### config.mk
export PLATFORM = sky130hd
export DESIGN_NAME = write_beat_packer
export DESIGN_NICKNAME = d
export VERILOG_FILES = /design/src/rtl/write_pkg.sv /design/src/rtl/beat_fifo.sv /design/src/rtl/write_beat_packer.sv
export SDC_FILE = /design/constraint.sdc
export NUM_CORES = 2
export LEC_CHECK = 0
export CAP_MARGIN = 30
export CELL_PAD_IN_SITES_DETAIL_PLACEMENT = 1
export CELL_PAD_IN_SITES_GLOBAL_PLACEMENT = 2
export CORE_ASPECT_RATIO = 1.25
export CORE_MARGIN = 8
export CORE_UTILIZATION = 35
export CTS_CLUSTER_SIZE = 16
export DETAILED_ROUTE_END_ITERATION = 6
export DONT_BUFFER_PORTS = 1
export PLACE_DENSITY = 0.72
export RECOVER_POWER = 100
export SLEW_MARGIN = 20
export SYNTH_ARGS = -nofsm -noshare
export SYNTH_HDL_FRONTEND = slang
export SYNTH_SLANG_ARGS = --single-unit
### constraint.sdc
create_clock -name ui_clk -period 78.2 [get_ports ui_clk]
set_clock_uncertainty 0.2 [all_clocks]
set_input_delay 11.73 -clock ui_clk [delete_from_list [all_inputs] [get_ports ui_clk]]
set_output_delay 11.73 -clock ui_clk [all_outputs]
set_load 0.01 [all_outputs]
### src/rtl/write_pkg.sv
// Shared types and constants for the write-beat packer: beat geometry,
// packer FSM states and the beat FIFO entry layout.
package write_pkg;

  localparam int BEAT_W = 512;
  localparam int ELEM_W = 16;

  typedef enum logic [1:0] {
    IDLE  = 2'd0,
    PACK  = 2'd1,
    FLUSH = 2'd2
  } state_t;

  typedef struct packed {
    logic [BEAT_W-1:0] data;
    logic              start;
    logic              last;
  } beat_t;

  // Number of (ELEM_W*p)-bit chunks that make up one DDR beat.
  function automatic int chunks_per_beat(input int p);
    return BEAT_W / (ELEM_W * p);
  endfunction

endpackage

### src/rtl/beat_fifo.sv
// Show-ahead synchronous FIFO of DDR beats; head is valid whenever !empty.
// A push while full is taken only if a pop happens in the same cycle.
module beat_fifo
  import write_pkg::*;
#(
  parameter int DEPTH = 4
) (
  input  logic                   ui_clk,
  input  logic                   aresetn,
  input  logic                   push,
  input  beat_t                  din,
  input  logic                   pop,
  output beat_t                  head,
  output logic                   full,
  output logic                   empty,
  output logic [$clog2(DEPTH):0] count
);

  localparam int AW = $clog2(DEPTH);

  beat_t         mem [DEPTH];
  logic [AW-1:0] wr_ptr;
  logic [AW-1:0] rd_ptr;
  logic          do_push;
  logic          do_pop;

  assign empty   = (count == '0);
  assign full    = (count == (AW+1)'(DEPTH));
  assign do_pop  = pop && !empty;
  assign do_push = push && (!full || do_pop);
  assign head    = mem[rd_ptr];

  always_ff @(posedge ui_clk or negedge aresetn) begin
    if (!aresetn) begin
      wr_ptr <= '0;
      rd_ptr <= '0;
      count  <= '0;
    end else begin
      if (do_push) wr_ptr <= wr_ptr + 1'b1;
      if (do_pop)  rd_ptr <= rd_ptr + 1'b1;
      if (do_push && !do_pop)      count <= count + 1'b1;
      else if (do_pop && !do_push) count <= count - 1'b1;
    end
  end

  // Storage needs no reset: the top gates the head with !empty.
  always_ff @(posedge ui_clk) begin
    if (do_push) mem[wr_ptr] <= din;
  end

endmodule

### src/rtl/write_beat_packer.sv
// Packs (16*P)-bit chunks into 512-bit DDR beats, queues them for the MIG
// write path and checks the received element count against the message size.
module write_beat_packer
  import write_pkg::*;
#(
  parameter int P     = 8,
  parameter int DEPTH = 4,
  parameter int MSW   = 16
) (
  input  logic              ui_clk,
  input  logic              aresetn,
  input  logic [MSW-1:0]    messagesize,
  input  logic              msvalid,
  input  logic [16*P-1:0]   idata,
  input  logic              ivalid,
  output logic              iready,
  input  logic              istart,
  input  logic              ilast,
  output logic [511:0]      wdata,
  output logic              wvalid,
  input  logic              wready,
  output logic              wstart,
  output logic              wlast,
  output logic [MSW-1:0]    beats,
  output logic              err,
  input  logic              clr_err
);

  localparam int CW = ELEM_W * P;
  localparam int C  = chunks_per_beat(P);
  localparam int SW = (C > 1) ? $clog2(C) : 1;
  localparam int AW = $clog2(DEPTH);
  localparam logic [SW-1:0] LAST_SLOT = SW'(C - 1);

  state_t               state, nstate;
  logic [SW-1:0]        slot, slot_n, fill_slot;
  logic                 first, first_n;
  logic [C-1:0][CW-1:0] pack_q, pack_n, filled;
  logic [MSW-1:0]       size_q;
  logic [MSW-1:0]       elems, elems_n;
  logic                 accept, start_msg, err_set, push, pop;
  beat_t                push_beat, head;
  logic                 full, empty;
  logic [AW:0]          fifo_count;

  assign iready = aresetn && (state != FLUSH) && (fifo_count != (AW+1)'(DEPTH));
  assign accept = ivalid && iready;

  assign wvalid = !empty;
  assign wdata  = empty ? '0 : head.data;
  assign wstart = !empty && head.start;
  assign wlast  = !empty && head.last;
  assign pop    = wvalid && wready;

  // Beat image after writing this chunk: lower slots kept, higher slots
  // zeroed, so a restart discards stale data and a short tail is zero-filled.
  always_comb begin
    fill_slot = istart ? '0 : slot;
    filled    = '0;
    for (int k = 0; k < C; k++) begin
      if (k < int'(fill_slot))       filled[k] = pack_q[k];
      else if (k == int'(fill_slot)) filled[k] = idata;
    end
  end

  always_comb begin
    nstate          = state;
    slot_n          = slot;
    first_n         = first;
    pack_n          = pack_q;
    elems_n         = elems;
    start_msg       = 1'b0;
    err_set         = 1'b0;
    push            = 1'b0;
    push_beat.data  = filled;
    push_beat.start = istart || first;
    push_beat.last  = ilast;
    unique case (state)
      IDLE, PACK: begin
        if (accept) begin
          if (!istart && state == IDLE) begin
            err_set = 1'b1;
          end else begin
            if (istart) begin
              start_msg = 1'b1;
              first_n   = 1'b1;
              err_set   = (state == PACK);
              elems_n   = MSW'(P);
            end else begin
              elems_n   = elems + MSW'(P);
            end
            pack_n = filled;
            if (ilast && elems_n != size_q) err_set = 1'b1;
            if (fill_slot == LAST_SLOT) begin
              push    = 1'b1;
              first_n = 1'b0;
              slot_n  = '0;
              nstate  = ilast ? IDLE : PACK;
            end else begin
              slot_n  = fill_slot + 1'b1;
              nstate  = ilast ? FLUSH : PACK;
            end
          end
        end
      end
      FLUSH: begin
        if (!full) begin
          push            = 1'b1;
          push_beat.data  = pack_q;
          push_beat.start = first;
          push_beat.last  = 1'b1;
          first_n         = 1'b0;
          nstate          = IDLE;
        end
      end
      default: nstate = IDLE;
    endcase
  end

  always_ff @(posedge ui_clk or negedge aresetn) begin
    if (!aresetn) begin
      state  <= IDLE;
      slot   <= '0;
      first  <= 1'b0;
      pack_q <= '0;
      size_q <= '0;
      elems  <= '0;
      beats  <= '0;
      err    <= 1'b0;
    end else begin
      state  <= nstate;
      slot   <= slot_n;
      first  <= first_n;
      pack_q <= pack_n;
      elems  <= elems_n;
      if (msvalid && state == IDLE) size_q <= messagesize;
      if (start_msg)  beats <= MSW'(push);
      else if (push)  beats <= beats + 1'b1;
      // A same-cycle set outranks the clear.
      if (err_set)      err <= 1'b1;
      else if (clr_err) err <= 1'b0;
    end
  end

  beat_fifo #(.DEPTH(DEPTH)) u_fifo (
    .ui_clk  (ui_clk),
    .aresetn (aresetn),
    .push    (push),
    .din     (push_beat),
    .pop     (pop),
    .head    (head),
    .full    (full),
    .empty   (empty),
    .count   (fifo_count)
  );

endmodule

-- After elaboration in Yosys (flattened, before gate mapping)
Memory sizes are Yosys's and may differ from the RTL's.
Index checks and enable logic that the tools add are counted.
- flip-flop bits (word level): 573
- RAM bits: 2056
- output and inout port bits: 533
- word-level logic and storage cells: 122
- memories kept: 1
- add/subtract/negate cells: 7
- order comparisons: 3
- equality and inequality tests: 14
- multiplexer cells: 51
- bitwise gates (word level): 1
- reductions and logical operators: 31
- memory list (memory ; depth ; bits a word ; read ports ; clocked after Yosys merged registers in ; write ports ; line ; text):
    u_fifo.mem ; 4 ; 514 ; 1 ; 0 ; 1 ; beat_fifo.sv:21 ; beat_t mem [DEPTH];
- operator list (kind ; count):
    514-bit two-way mux ; 2
    128-bit two-way mux ; 7
    512-bit two-way mux ; 1
    16-bit two-way mux ; 6
    1-bit two-way mux ; 23
    16-bit by 1-bit adder with 16-bit output (second input constant) ; 1
    16-bit by 4-bit adder with 16-bit output (second input constant) ; 1
    16-bit != test ; 1
    2-bit two-way mux ; 7
    1-bit logical AND ; 13
    2-bit != test (second input constant) ; 4
    2-bit nonzero test ; 4
    2-bit by 1-bit adder with 2-bit output (second input constant) ; 3
    3-bit two-way mux ; 2
    3-bit != test (second input constant) ; 2
    3-bit AND reduction ; 2
    1-bit logical NOT ; 5
    5-bit AND reduction ; 1
    2-bit == test (first input constant) ; 2
    2-bit == test (second input constant) ; 2
    2-bit logical NOT ; 2
    1-bit by 2-bit less-than comparator with 1-bit output (first input constant) ; 2
    1-bit case mux with 2 select lines ; 2
    2-bit case mux with 2 select lines ; 1
    other kinds (10) ; 11

-- Longest topological paths before layout
- depth after elaboration: 13
- gate-level depth with buffers: 13
- depth with buffers taken out: 11

-- Hierarchy
A second synthesis with hierarchy kept.
- cells, all modules: 6547
- area total of the unflattened synthesis: 105824.0 µm²
- modules (own cells, without submodules) (module ; times used ; cells an instance ; area each (µm²) ; sequential area each (µm²)):
    beat_fifo ; 1 ; 2720 ; 74493.9 ; 61914.4
    write_beat_packer ; 1 ; 3827 ; 31330.0 ; 14163.6

-- Worst setup path after synthesis
No wires, ideal clock.
- path type: input to register
- start: input port istart
- end: memory u_fifo.mem[0][0] (netlist bit), enable pin
- library setup time: 1.468 ns
- arrival time: 35.459 ns
- data required time: 76.532 ns
- path slack: 41.073 ns
- stages: 7
- buffers on the path: 3
- cell sequence: clkbuf_8 > clkbuf_8 > nor2b_1 > ha_1 > a31oi_1 > buf_2 > nor2b_1
- cells in the longest elaborated chain, start to end: 9
- ends and longest elaborated chain (item ; line ; text):
    from (decl) ; write_beat_packer.sv:17 ; input logic istart,
    2-bit two-way mux ; write_beat_packer.sv:58 ; fill_slot = istart ? '0 : slot;
    2-bit == test ; write_beat_packer.sv:94 ; if (fill_slot == LAST_SLOT) begin
    1-bit two-way mux ; write_beat_packer.sv:94 ;
    1-bit two-way mux (*) ; write_beat_packer.sv:81 ; if (!istart && state == IDLE) begin
    1-bit two-way mux (*) ; write_beat_packer.sv:80 ; if (accept) begin
    1-bit case mux with 2 select lines (*) ; write_beat_packer.sv:78 ; unique case (state)
    1-bit logical AND (*) ; beat_fifo.sv:30 ; assign do_push = push && (!full || do_pop);
    1-bit two-way mux (*) ; beat_fifo.sv:48 ; if (do_push) mem[wr_ptr] <= din;
    1-bit two-way mux (not written as such) (*) ; beat_fifo.sv:48 ;
    to (decl) ; beat_fifo.sv:21 ;
Every way passes the cells marked *; elsewhere a longest branch is shown, timed or not.

-- Final worst setup path
- start: input port aresetn
- end: memory u_fifo.mem[0][319] (netlist bit), enable pin
- cells in the longest elaborated chain, start to end: 8
- ends and longest elaborated chain (item ; line ; text):
    from (decl) ; write_beat_packer.sv:11 ; input logic aresetn,
    1-bit logical AND (2 in a row) ; write_beat_packer.sv:46 ; assign iready = aresetn && (state != FLUSH) && (fifo_count != (AW+1)'(DEPTH));
    1-bit logical AND ; write_beat_packer.sv:47 ; assign accept = ivalid && iready;
    1-bit two-way mux ; write_beat_packer.sv:80 ;
    1-bit case mux with 2 select lines ; write_beat_packer.sv:78 ;
    1-bit logical AND ; beat_fifo.sv:30 ;
    1-bit two-way mux ; beat_fifo.sv:48 ;
    1-bit two-way mux (not written as such) ; beat_fifo.sv:48 ;
No other way between the ends.

==> run summary <==
The logs give 56 for the count of different cell masters after synthesis and 0 for the final routed DRC violation total. Global routing used 17.6% of the available tracks. The switching power share of the total came out at 32.6%. The number of setup buffers added after CTS was 0; the core area was 301000 um2. The logs give 6717 for the total nets after synthesis and 178 mm for the half-perimeter wire length of the detailed placement result.

Buffers inserted during clock tree synthesis total 278. The signal arrival time at the worst endpoint was 35.52 ns; the share of total power in combinational logic was 28.5%. In this run the vertical extent of the chip is 631 um.

The worst pin sits at a relative slew slack of -454%. From synthesis to final layout, the design area changed by 12.1%. The tools report the number of failing setup endpoints in the final timing report as 0. The tools report the portion of the post-synthesis area used by sequential elements as 72.0%. The first global-routing pass estimated 423 mm of wire.

The worst hold path belongs to the class reg -> reg. In the final timing run, aggregate negative setup slack is 0 ns. Entering global routing, the biggest net connects 136 pins. Sequential cells burn 41.2% of the power. The maximum clock frequency was 28.3 MHz.

For this design, the CTS-stage hold fixing added 0 buffers. TritonCTS built the clock tree. The routed design has 291 mm of wire. The detailed-route wire length per cell works out to 27.2 um. In the routed layout, each cell is associated on average with a via count of 5.22. The most common cell after layout, fill and taps aside is edfxtp_1. At the end of the flow, the number of nets in the layout was 6690. STA classifies the critical path endpoint as a flip-flop.

IR analysis of the VDD net gives a maximum drop of 0.0245 mV. The number of antenna violations at the first check in global routing was 15; the number of pins exceeding their max-slew limit in the final report was 4839. The clock transition at the registers of the reported paths was 0.06 ns.

The clock drives 2629 sinks. Summed over all layers, the global routing overflow is 0. The clock network is responsible for 30.3% of the overall power.

For the worst setup path, the data required time is 78.32 ns. In this run the count of I/O pins placed on the die edge is 685. The run gives 29900 as the count of filler cells inserted in the layout. The final reports fail on max-capacitance violations, max-slew violations. The library cells used most frequently in the layout, excluding fill and tap cells, are 2056 x edfxtp_1, 1186 x nand2_1, 784 x o21ai_0. The number of synthesized flops with an enable pin is 2056, and the remaining number of nets flagged by the antenna check after routing is 0. Along the worst path, the maximum fanout reaches 128.

Among all flip-flop cells after synthesis, the most frequent one is edfxtp_1. The logs give 1400 uW for the switching component of the power and 0 for the number of resized instances in the post-cts repair step. The number of placed instances, taps included, is 10200.

After the first detailed-routing iteration, the DRC count stood at 3715. In the final layout, the share of cells above drive strength 1 is 16.4%. The first TritonRoute pass finished after 7 iterations. Measured along the x axis, the die boundary spans 508 um. The number of global-route vias before repair came out at 59500.

Max-cap violations in this run came to 100. In this run the tool buffered the top-level ports with 0 buffer cells. In this run, synthesis produced a sequential element count of 2629. Dividing the final minimum period by the clock period gives 45.3%. Setup repair after global routing left no endpoint under its margin. Post-synthesis average cell area: 16.1 um2. The share of synthesized flip-flops with an asynchronous set or reset was 21.8%. The worst setup path is launched from an input port.

For the number of rows in the core area, the log shows 225. The power density relative to cell area was 36.3 nW/um2; the synthesized instance count was 6552. The internal power is 2900 uW, and the effective utilization at floorplan is 35.2%. The clock passes through at most 4 buffers.

The Yosys step of the flow raised 0 warnings. The tools report the total count of hold-check failures in the final report as 0. Detailed-route via count: 56000. The critical path is of the in -> reg type. After the flow finishes, the layout carries non-filler instances totaling 10700. Final weighted congestion in routability-driven placement: 0.721. The die footprint was 320000 um2; the minimum clock period after layout was 35.40 ns.

The H-tree depth was 5; the count of cells along the worst register-to-register path was 11. At the pin with the least slew margin, the transition time is 8.31 ns. Clock tree synthesis selected as its root buffer the cell clkbuf_16. The clock insertion delay at the later pin of the skew report came out at 0.83 ns.

The cell area after synthesis is 106000 um2. The run finished, with violations left. Counting instances, the worst hold path has a depth of 2.

The analysis attributes to cell leakage a power of 0.0388 uW.
routing by layer:
layer	GRT usage (%)	part of all wire (%)
met4	4.18	2.3
met2	30.8	51
met3	4.23	6.5
met5	0	0
met1	22.2	40
worst paths after layout:
kind                                           endpoint               startpoint  slack, ns
max                        u_fifo.mem[0][319]$_DFFE_PP_                  aresetn      42.80
min                             pack_q[243]$_DFFE_PN0P_  pack_q[243]$_DFFE_PN0P_       0.28
max reg2reg                u_fifo.mem[0][319]$_DFFE_PP_      slot[1]$_DFFE_PN0P_      58.84
min reg2reg                     pack_q[243]$_DFFE_PN0P_  pack_q[243]$_DFFE_PN0P_       0.28
max in group asynchronous       pack_q[297]$_DFFE_PN0P_                  aresetn      53.30
min in group asynchronous       pack_q[100]$_DFFE_PN0P_                  aresetn      10.38
cells by family after synthesis:
family / count (synthesis) / synth area share, %
compound gates: 835 / 4.04
xor+xnor: 31 / 0.257
fa+ha+maj: 13 / 0.161
buf+inv: 439 / 1.82
flops: 2629 / 72.0
mux: 790 / 13.9
simple gates: 1815 / 7.88
power groups by stage:
stage	clock (uW)	combinational, uW	sequential (uW)
floorplan	0	868	1810
global placement	0	1240	1790
detailed placement	0	1270	1800
CTS	1340	1280	1770
global route	1390	1320	1790
finish	1300	1230	1770
cells in the mapped netlist, types with 10 or more instances:
cell,count,area [um2]
ha_1,12,150
xnor2_1,24,210
and2_1,520,3250
dfrtp_1,573,14300
buf_1,24,90.1
edfxtp_1,2056,61700
clkbuf_1,270,1010
o21ai_0,784,3920
nor2b_1,11,68.8
buf_6,10,113
buf_2,114,571
nand2_1,1187,4460
inv_1,12,45.0
mux4_2,514,11600
nand3_1,10,50.1
nor2_1,31,116
mux2_2,273,3070
a21oi_1,19,95.1
critical path: stages:
cell      delay [ns]
clkbuf_1        5.44
and4bb_1        0.92
a31oi_2         0.13
clkbuf_1        0.56
nor2b_4         0.24
clkbuf_1        5.55
clkbuf_1        2.64
clkbuf_1        2.62
clkbuf_1        2.63
clkbuf_1        2.49
area by class of cell:
| class | count | area [um2] | area share (%) |
|---|---|---|---|
| antenna | 7 | 17.5 | 0.0148 |
| clock buffer | 375 | 7700 | 6.50 |
| clock inverter | 129 | 1210 | 1.03 |
| inverter | 12 | 45.0 | 0.0380 |
| multi-input combinational | 3484 | 27800 | 23.4 |
| sequential | 2629 | 76100 | 64.2 |
| tap | 3972 | 4970 | 4.19 |
| timing repair buffer | 120 | 711 | 0.600 |
flip-flops by register name (all words and copies together) (netlist names), 3 cells and up:
register and count:
beats 16, u_fifo.count 3, u_fifo.mem 2056, elems 16, size_q 16, pack_q 512
stage by stage:
stage | hold WS [ns] | area, um2 | setup slack (ns) | utilization (%) | power [uW]
finish | 0.278 | 119000 | 42.80 | 39.4 | 4300
global route | 0.301 | 118000 | 40.31 | 39.4 | 4500
detailed placement | 0.270 | 110000 | 53.52 | 36.6 | 3070
floorplan | 0.242 | 106000 | 41.07 | - | 2670
global placement | 0.260 | 110000 | 53.50 | 36.5 | 3020
CTS | 0.283 | 119000 | 53.51 | 39.6 | 4380
Note: power is estimated with default switching activity, not from simulation.
